## src/rtl/alu_pkg.sv

```systemverilog
// Package shared by the decode stage and the sequential ALU.
// Holds the 4-bit opcode encoding, the ALU FSM state encoding and a
// small helper that tells whether an opcode belongs to the encoding table.
package alu_pkg;

   localparam logic [3:0] OP_AND = 4'b0000;
   localparam logic [3:0] OP_OR  = 4'b0001;
   localparam logic [3:0] OP_ADD = 4'b0010;
   localparam logic [3:0] OP_DIV = 4'b0011;
   localparam logic [3:0] OP_SUB = 4'b0110;
   localparam logic [3:0] OP_MUL = 4'b1000;

   typedef enum logic [1:0] {
      ST_IDLE = 2'd0,
      ST_BUSY = 2'd1,
      ST_DONE = 2'd2
   } alu_state_e;

   function automatic logic is_legal_op(input logic [3:0] op);
      case (op)
         OP_ADD, OP_SUB, OP_MUL, OP_DIV, OP_AND, OP_OR: is_legal_op = 1'b1;
         default:                                        is_legal_op = 1'b0;
      endcase
   endfunction

endpackage

```

## src/rtl/seq_alu_if.sv

```systemverilog
// Interface bundling the request and response sides of seq_alu.
//
// Handshake: a transfer happens on a rising clock edge where valid and
// ready are both 1. The request side (in_valid/in_ready) carries opcode
// and both operands. The response side (out_valid/out_ready) carries
// result, result_hi and flags. While valid is 1 and ready is 0, the
// sender holds its payload stable.
//
// master: processor side (drives requests, accepts responses).
// slave : ALU side (accepts requests, drives responses and dbg_state).
interface seq_alu_if #(parameter int WIDTH = 64);
   import alu_pkg::*;

   logic             in_valid;
   logic             in_ready;
   logic [3:0]       opcode;
   logic [WIDTH-1:0] read_data_1;
   logic [WIDTH-1:0] reg_mux;
   logic             out_valid;
   logic             out_ready;
   logic [WIDTH-1:0] result;
   logic [WIDTH-1:0] result_hi;
   logic             zero;
   logic             div_by_zero;
   logic             illegal_op;
   alu_state_e       dbg_state;

   modport master (
      output in_valid, opcode, read_data_1, reg_mux, out_ready,
      input  in_ready, out_valid, result, result_hi, zero, div_by_zero,
             illegal_op, dbg_state
   );

   modport slave (
      input  in_valid, opcode, read_data_1, reg_mux, out_ready,
      output in_ready, out_valid, result, result_hi, zero, div_by_zero,
             illegal_op, dbg_state
   );

endinterface

```

## src/rtl/alu_iter_muldiv.sv

```systemverilog
// Iterative unsigned multiplier / restoring divider, one bit per cycle.
// A single 2*WIDTH register is shared: for MUL it holds {partial, multiplier},
// for DIV it holds {remainder, dividend/quotient}.
// Ports: clk, reset (sync, active-low), start (load operands), is_div,
//        a, b (operands) -> done (last step this cycle), lo, hi (results).
// lo/hi are valid once the counter has reached zero and stay put until
// the next start.
module alu_iter_muldiv #(
   parameter int WIDTH = 64
) (
   input  logic             clk,
   input  logic             reset,
   input  logic             start,
   input  logic             is_div,
   input  logic [WIDTH-1:0] a,
   input  logic [WIDTH-1:0] b,
   output logic             done,
   output logic [WIDTH-1:0] lo,
   output logic [WIDTH-1:0] hi
);

   localparam int CNT_W = $clog2(WIDTH) + 1;

   logic [2*WIDTH-1:0] acc;
   logic [2*WIDTH-1:0] acc_step;
   logic [WIDTH-1:0]   b_q;
   logic               div_q;
   logic [CNT_W-1:0]   cnt;
   logic [WIDTH:0]     mul_sum;
   logic [WIDTH:0]     rem_ext;
   logic [WIDTH-1:0]   rem_sub;

   always_comb begin
      // MUL: add multiplicand into the upper half when the current
      // multiplier bit is set, then shift right keeping the carry.
      mul_sum = {1'b0, acc[2*WIDTH-1:WIDTH]} + (acc[0] ? {1'b0, b_q} : '0);
      // DIV: remainder shifted left with the next dividend bit; one extra
      // bit is needed because the shifted remainder can reach 2*b-1.
      rem_ext = acc[2*WIDTH-1:WIDTH-1];
      // Only used when rem_ext >= b, so the true difference fits WIDTH bits.
      rem_sub = rem_ext[WIDTH-1:0] - b_q;
      if (div_q) begin
         if (rem_ext >= {1'b0, b_q}) begin
            acc_step = {rem_sub, acc[WIDTH-2:0], 1'b1};
         end else begin
            acc_step = {rem_ext[WIDTH-1:0], acc[WIDTH-2:0], 1'b0};
         end
      end else begin
         acc_step = {mul_sum, acc[WIDTH-1:1]};
      end
   end

   always_ff @(posedge clk) begin
      if (!reset) begin
         acc   <= '0;
         b_q   <= '0;
         div_q <= 1'b0;
         cnt   <= '0;
      end else if (start) begin
         acc   <= {{WIDTH{1'b0}}, a};
         b_q   <= b;
         div_q <= is_div;
         cnt   <= CNT_W'(WIDTH);
      end else if (cnt != '0) begin
         acc <= acc_step;
         cnt <= cnt - CNT_W'(1);
      end
   end

   // Asserted during the cycle whose edge performs the final step.
   assign done = (cnt == CNT_W'(1));
   assign lo   = acc[WIDTH-1:0];
   assign hi   = acc[2*WIDTH-1:WIDTH];

endmodule

```

## src/rtl/seq_alu.sv

```systemverilog
// Multi-cycle execute-stage ALU with valid/ready handshakes on both sides.
// ADD/SUB/AND/OR, illegal opcodes and divide-by-zero finish one cycle after
// accept; MUL and DIV iterate one bit per cycle (WIDTH+1 cycles latency).
// Ports: clk, reset (sync, active-low), bus (seq_alu_if.slave): request
//        in_valid/in_ready/opcode/read_data_1/reg_mux, response
//        out_valid/out_ready/result/result_hi/zero/div_by_zero/illegal_op,
//        plus dbg_state exposing the FSM state.
module seq_alu
   import alu_pkg::*;
#(
   parameter int WIDTH = 64
) (
   input  logic   clk,
   input  logic   reset,
   seq_alu_if.slave bus
);

   alu_state_e       state, state_next;
   logic             accept;
   logic             iter_op;
   logic             start;
   logic             iter_done;
   logic [WIDTH-1:0] iter_lo, iter_hi;
   logic [WIDTH-1:0] sc_lo, sc_hi;

   logic [WIDTH-1:0] res_q, hi_q;
   logic             use_iter_q, zero_q, dbz_q, ill_q;

   assign accept  = bus.in_valid && bus.in_ready;
   assign iter_op = (bus.opcode == OP_MUL) ||
                    ((bus.opcode == OP_DIV) && (bus.reg_mux != '0));

   always_ff @(posedge clk) begin
      if (!reset) state <= ST_IDLE;
      else        state <= state_next;
   end

   always_comb begin
      state_next = state;
      start      = 1'b0;
      case (state)
         ST_IDLE: begin
            if (accept) begin
               if (iter_op) begin
                  state_next = ST_BUSY;
                  start      = 1'b1;
               end else begin
                  state_next = ST_DONE;
               end
            end
         end
         ST_BUSY: if (iter_done) state_next = ST_DONE;
         ST_DONE: if (bus.out_ready) state_next = ST_IDLE;
         default: state_next = ST_IDLE;
      endcase
   end

   // Single-cycle datapath; MUL and non-zero DIV are taken by the iterator.
   always_comb begin
      sc_lo = '0;
      sc_hi = '0;
      case (bus.opcode)
         OP_ADD: sc_lo = bus.read_data_1 + bus.reg_mux;
         OP_SUB: sc_lo = bus.read_data_1 - bus.reg_mux;
         OP_AND: sc_lo = bus.read_data_1 & bus.reg_mux;
         OP_OR:  sc_lo = bus.read_data_1 | bus.reg_mux;
         OP_DIV: begin
            if (bus.reg_mux == '0) begin
               sc_lo = '1;
               sc_hi = bus.read_data_1;
            end
         end
         default: ;
      endcase
   end

   always_ff @(posedge clk) begin
      if (!reset) begin
         res_q      <= '0;
         hi_q       <= '0;
         use_iter_q <= 1'b0;
         zero_q     <= 1'b0;
         dbz_q      <= 1'b0;
         ill_q      <= 1'b0;
      end else if (accept) begin
         res_q      <= sc_lo;
         hi_q       <= sc_hi;
         use_iter_q <= iter_op;
         zero_q     <= (bus.read_data_1 == bus.reg_mux);
         dbz_q      <= (bus.opcode == OP_DIV) && (bus.reg_mux == '0);
         ill_q      <= !is_legal_op(bus.opcode);
      end
   end

   alu_iter_muldiv #(.WIDTH(WIDTH)) u_iter (
      .clk    (clk),
      .reset  (reset),
      .start  (start),
      .is_div (bus.opcode == OP_DIV),
      .a      (bus.read_data_1),
      .b      (bus.reg_mux),
      .done   (iter_done),
      .lo     (iter_lo),
      .hi     (iter_hi)
   );

   // in_ready is forced low while reset is asserted, even if already idle.
   assign bus.in_ready    = reset && (state == ST_IDLE);
   assign bus.out_valid   = (state == ST_DONE);
   assign bus.result      = bus.out_valid ? (use_iter_q ? iter_lo : res_q) : '0;
   assign bus.result_hi   = bus.out_valid ? (use_iter_q ? iter_hi : hi_q) : '0;
   assign bus.zero        = bus.out_valid && zero_q;
   assign bus.div_by_zero = bus.out_valid && dbz_q;
   assign bus.illegal_op  = bus.out_valid && ill_q;
   assign bus.dbg_state   = state;

endmodule

```

## src/flat_wrapper.sv

```systemverilog
// flat-port wrapper written by rule: the top's interface ports become plain ports
module seq_alu_flat import alu_pkg::*;
#(
   parameter int WIDTH = 64
)
  (clk, reset, bus_in_valid, bus_opcode, bus_read_data_1, bus_reg_mux, bus_out_ready, bus_in_ready, bus_out_valid, bus_result, bus_result_hi, bus_zero, bus_div_by_zero, bus_illegal_op, bus_dbg_state);
  seq_alu_if #(.WIDTH(WIDTH)) bus_i ();
  input  logic clk;
  input  logic reset;
  input wire logic [$bits(bus_i.in_valid)-1:0] bus_in_valid;
  input wire logic [$bits(bus_i.opcode)-1:0] bus_opcode;
  input wire logic [$bits(bus_i.read_data_1)-1:0] bus_read_data_1;
  input wire logic [$bits(bus_i.reg_mux)-1:0] bus_reg_mux;
  input wire logic [$bits(bus_i.out_ready)-1:0] bus_out_ready;
  output wire logic [$bits(bus_i.in_ready)-1:0] bus_in_ready;
  output wire logic [$bits(bus_i.out_valid)-1:0] bus_out_valid;
  output wire logic [$bits(bus_i.result)-1:0] bus_result;
  output wire logic [$bits(bus_i.result_hi)-1:0] bus_result_hi;
  output wire logic [$bits(bus_i.zero)-1:0] bus_zero;
  output wire logic [$bits(bus_i.div_by_zero)-1:0] bus_div_by_zero;
  output wire logic [$bits(bus_i.illegal_op)-1:0] bus_illegal_op;
  output wire logic [$bits(bus_i.dbg_state)-1:0] bus_dbg_state;
  assign bus_i.in_valid = bus_in_valid;
  assign bus_i.opcode = bus_opcode;
  assign bus_i.read_data_1 = bus_read_data_1;
  assign bus_i.reg_mux = bus_reg_mux;
  assign bus_i.out_ready = bus_out_ready;
  assign bus_in_ready = bus_i.in_ready;
  assign bus_out_valid = bus_i.out_valid;
  assign bus_result = bus_i.result;
  assign bus_result_hi = bus_i.result_hi;
  assign bus_zero = bus_i.zero;
  assign bus_div_by_zero = bus_i.div_by_zero;
  assign bus_illegal_op = bus_i.illegal_op;
  assign bus_dbg_state = bus_i.dbg_state;
  seq_alu #(.WIDTH(WIDTH)) u_core (.clk(clk), .reset(reset), .bus(bus_i));
endmodule
```

## config.mk

```make
export PLATFORM = sky130hd
export DESIGN_NAME = seq_alu_flat
export DESIGN_NICKNAME = d
export VERILOG_FILES = /design/src/rtl/alu_pkg.sv /design/src/rtl/seq_alu_if.sv /design/src/rtl/alu_iter_muldiv.sv /design/src/rtl/seq_alu.sv /design/src/flat_wrapper.sv
export SDC_FILE = /design/constraint.sdc
export NUM_CORES = 2
export LEC_CHECK = 0
export BUFFER_PORTS_ARGS = -buffer_cell sky130_fd_sc_hd__buf_2
export CAP_MARGIN = 20
export CORE_ASPECT_RATIO = 1.75
export CORE_MARGIN = 2
export CORE_UTILIZATION = 48
export DETAILED_ROUTE_END_ITERATION = 16
export GPL_ROUTABILITY_DRIVEN = 0
export HOLD_SLACK_MARGIN = 0.15
export PLACE_DENSITY = 0.66
export SLEW_MARGIN = 20
export SYNTH_ARGS = -nofsm -noshare
export SYNTH_HDL_FRONTEND = slang
export SYNTH_SLANG_ARGS = --single-unit
```

## constraint.sdc

```tcl
create_clock -name clk -period 5.18 [get_ports clk]
set_input_delay 0.259 -clock clk [delete_from_list [all_inputs] [get_ports clk]]
set_output_delay 0.259 -clock clk [all_outputs]
set_load 0.1 [all_outputs]
```

==> impl_metrics.py <==
metrics = {
    "outcome": {
        "status": "completed",
    },
    "die": {
        "ios": 271,
        "die_y_um": 358,
        "initial_utilization_pct": 48.5,
        "die_area_um2": 73700,
        "std_cell_rows": 129,
        "core_area_um2": 70700,
        "die_x_um": 206,
    },
    "place": {
        "dp_hpwl_um": 110000,
        "io_buffer_count": 270,
    },
    "power": {
        "p_total_uw": 16600,
        "p_leak_uw": 0.0162,
        "power.density_nw_per_um2": 430,
        "irDropWorstVdd_mv": 0.467,
    },
    "critical_path": {
        "start_kind": "input pin",
        "crit_buf_inv": 3,
        "path_cells": "dlygate4sd3_1, buf_2, inv_1, ha_1, or4_1, nor4_1, o21ai_1, nand4_1, a21oi_1, o31ai_1, o21ai_1, nor4_1, mux2_1, nand2_1, a31oi_1",
        "arrival_ps": 5500,
        "max_stage_delay_ps": 880,
        "end_kind": "flop",
        "critPathMaxFanout": 10,
        "crit_slowest_cell": "o31ai_1",
        "path_class": "input pin to flop",
        "cp_top_family": "simple AND/OR/NAND/NOR gates",
        "cp.required_ps": 5660,
    },
    "min_path": {
        "min_path_type": "input pin to flop",
    },
    "finish": {
        "area_growth_pct": 12.7,
        "final_common_cell": "a21oi_1",
        "layout-drive-gt1-share_pct": 8.65,
        "final_core_util_pct": 54.6,
        "fill_cells": 7043,
        "final_cell_mix": "a21oi_1 (679), nor2_1 (574), nand2_1 (517)",
        "nNetsFinal": 5576,
    },
    "detailed_routing": {
        "drc": 0,
        "vias_per_cell": 6.47,
        "antenna_left": 0,
        "via_count": 39099,
        "first_pass_iters": 9,
        "wl_um": 148000,
        "wl_per_cell_um": 24.5,
        "drt-initial-drc-count": 3999,
    },
    "sta": {
        "clock_skew_ps": 14.8,
        "slew_headroom_pct": 15.7,
        "finalHoldViolations": 0,
        "max_slew.worst_pin.slew_ps": 1230,
        "final.min_clock_period_ps": 5020,
        "fmax_mhz": 199,
        "finalSetupViolations": 0,
        "fin_tns_setup_ps": 0,
        "min_period_over_period_pct": 96.9,
        "maxSlewViolCount": 0,
        "rsz0062_at_grt": "false",
    },
    "grt": {
        "overflow": 0,
        "track_usage_pct": 39.0,
        "grt_pass1_vias": 37018,
        "grt_pass1_wl_um": 220000,
        "grt_start_max_net_pins": 193,
        "antenna_found_initial": 7,
    },
    "clocking": {
        "root_buffer": "clkbuf_16",
        "cts_buffers": 37,
        "cts_setup_buffers": 0,
        "tritoncts": "done",
        "cts.clk_slew.worst_paths_ps": 70,
        "clk_latency_ps": 600,
        "cts.path.max_buffers": 3,
        "htreeDepth": 2,
        "cts.sinks": 334,
    },
    "yosys": {
        "synth.cell_area_um2": 34300,
        "yosysSeqAreaShare_pct": 19.5,
        "syn-num-nets": 5405,
        "synthCells": 4928,
        "synth.distinct_cells": 96,
        "yosys.area.top_type": "dfxtp_1",
        "synthFlopType": "dfxtp_1",
        "async_reset_ff_share_pct": 0,
        "synth_edf_count": 0,
        "synthTopCellsByArea": "dfxtp_1 (20%), ha_1 (12%), a21oi_1 (9.9%), nor2_1 (6.3%), mux2i_1 (6.0%)",
        "avgSynthCellArea_um2": 6.96,
        "synth_seq_cells": 334,
        "synth_top_area_share_pct": 19.5,
        "synth_warnings": 0,
    },
    "flow_run": {
        "cap_violations": 0,
    },
}
flip-flops by register name, summed over array words and instances (netlist names):
register	cells
u_core.use_iter_q	1
u_core.hi_q	64
u_core.dbz_q	1
u_core.zero_q	1
u_core.u_iter.acc	128
u_core.ill_q	1
u_core.res_q	64
u_core.u_iter.div_q	1
u_core.u_iter.cnt	7
u_core.u_iter.b_q	64
u_core.bus.dbg_state	2
logic make-up after synthesis:
| family | count (synthesis) | share of synthesized area [%] |
|---|---|---|
| AND/OR/NAND/NOR | 1629 | 21.2 |
| AO/OA/AOI/OAI | 1606 | 29.1 |
| buffers and inverters | 631 | 7.01 |
| adder cells (fa/ha/maj) | 341 | 12.5 |
| flip-flops | 334 | 19.5 |
| multiplexers | 209 | 6.11 |
| XOR/XNOR | 178 | 4.55 |
report_power, final:
part,internal (uW),switching [uW],total (uW),leakage [uW]
Sequential,2970,584,3550,0.00271
Clock,1580,1250,2820,0.000590
Combinational,3650,6600,10200,0.0129
Total,8200,8430,16600,0.0162
per-stage QoR:
step                      instances  hold slack, ps  setup WS, ps  cell area [um^2]
final                          6041             180           160             38600
after global routing           6039             223           141             38600
after CTS                      6039             154           513             38600
after detailed placement       5844             443           445             36100
after global placement         5844             438           479             36100
after floorplan                4928             375           429             34300
worst paths after layout:
check                       startpoint                     end  slack [ps]  depth (start not counted)
setup reg to reg  u_core.u_iter.acc[0]  u_core.u_iter.acc[123]         460                         15
setup / recovery    bus_read_data_1[8]        u_core.res_q[62]         160                         15
hold / removal           bus_opcode[3]            u_core.ill_q         180                          3
hold reg to reg        u_core.hi_q[15]         u_core.hi_q[15]         450                          2
repair_timing:
item	CTS	global route
hold buffers	133	0
hold endpoints to repair	198	0
endpoints found under the setup margin	0	0
resized for setup	0	0
worst register-to-register path, delay by kind of cell, from the launching register on:
family,cells,cell delay [ps]
adders and majority gates,1,310
and+or+nand+nor,2,370
buffers and inverters,1,510
DFF,1,400
xor gates and xnor gates,1,140
AOI/OAI and AO/OA,10,2900
synth_stat cells, drive strengths merged (18+ instances only):
| cell | number |
|---|---|
| xnor2 | 128 |
| nor2 | 578 |
| dfxtp | 334 |
| xor2 | 50 |
| nor4 | 51 |
| o21ai | 259 |
| a211oi | 106 |
| o211ai | 62 |
| mux2i | 206 |
| o21a | 25 |
| and3 | 18 |
| a31oi | 56 |
| clkbuf | 276 |
| o22ai | 31 |
| nor3 | 57 |
| nand2 | 520 |
| inv | 299 |
| and2 | 85 |
| o21bai | 63 |
| nor2b | 25 |
| a221oi | 20 |
| nand2b | 24 |
| buf | 54 |
| nand3 | 140 |
| nand4 | 69 |
| a21oi | 679 |
| a21o | 106 |
| ha | 337 |
| o31ai | 33 |
metal layers:
metal  routed length, um  global-route usage (%)
met5                  46                       0
met4               13800                    30.6
met3               13100                    7.19
met2               68300                    64.9
met1               52600                    43.5
cell type report:
| type | count | area (um^2) | share of cell area, % |
|---|---|---|---|
| inverter | 301 | 1140 | 2.94 |
| tap | 917 | 1150 | 2.97 |
| clock buffer | 50 | 1050 | 2.73 |
| antenna | 2 | 5.00 | 0.0130 |
| sequential | 334 | 6700 | 17.3 |
| timing repair buffer | 462 | 3170 | 8.21 |
| clock inverter | 12 | 151 | 0.392 |
| multi-input combinational | 3963 | 25300 | 65.4 |
No activity file was read; power rests on OpenSTA's default activity.
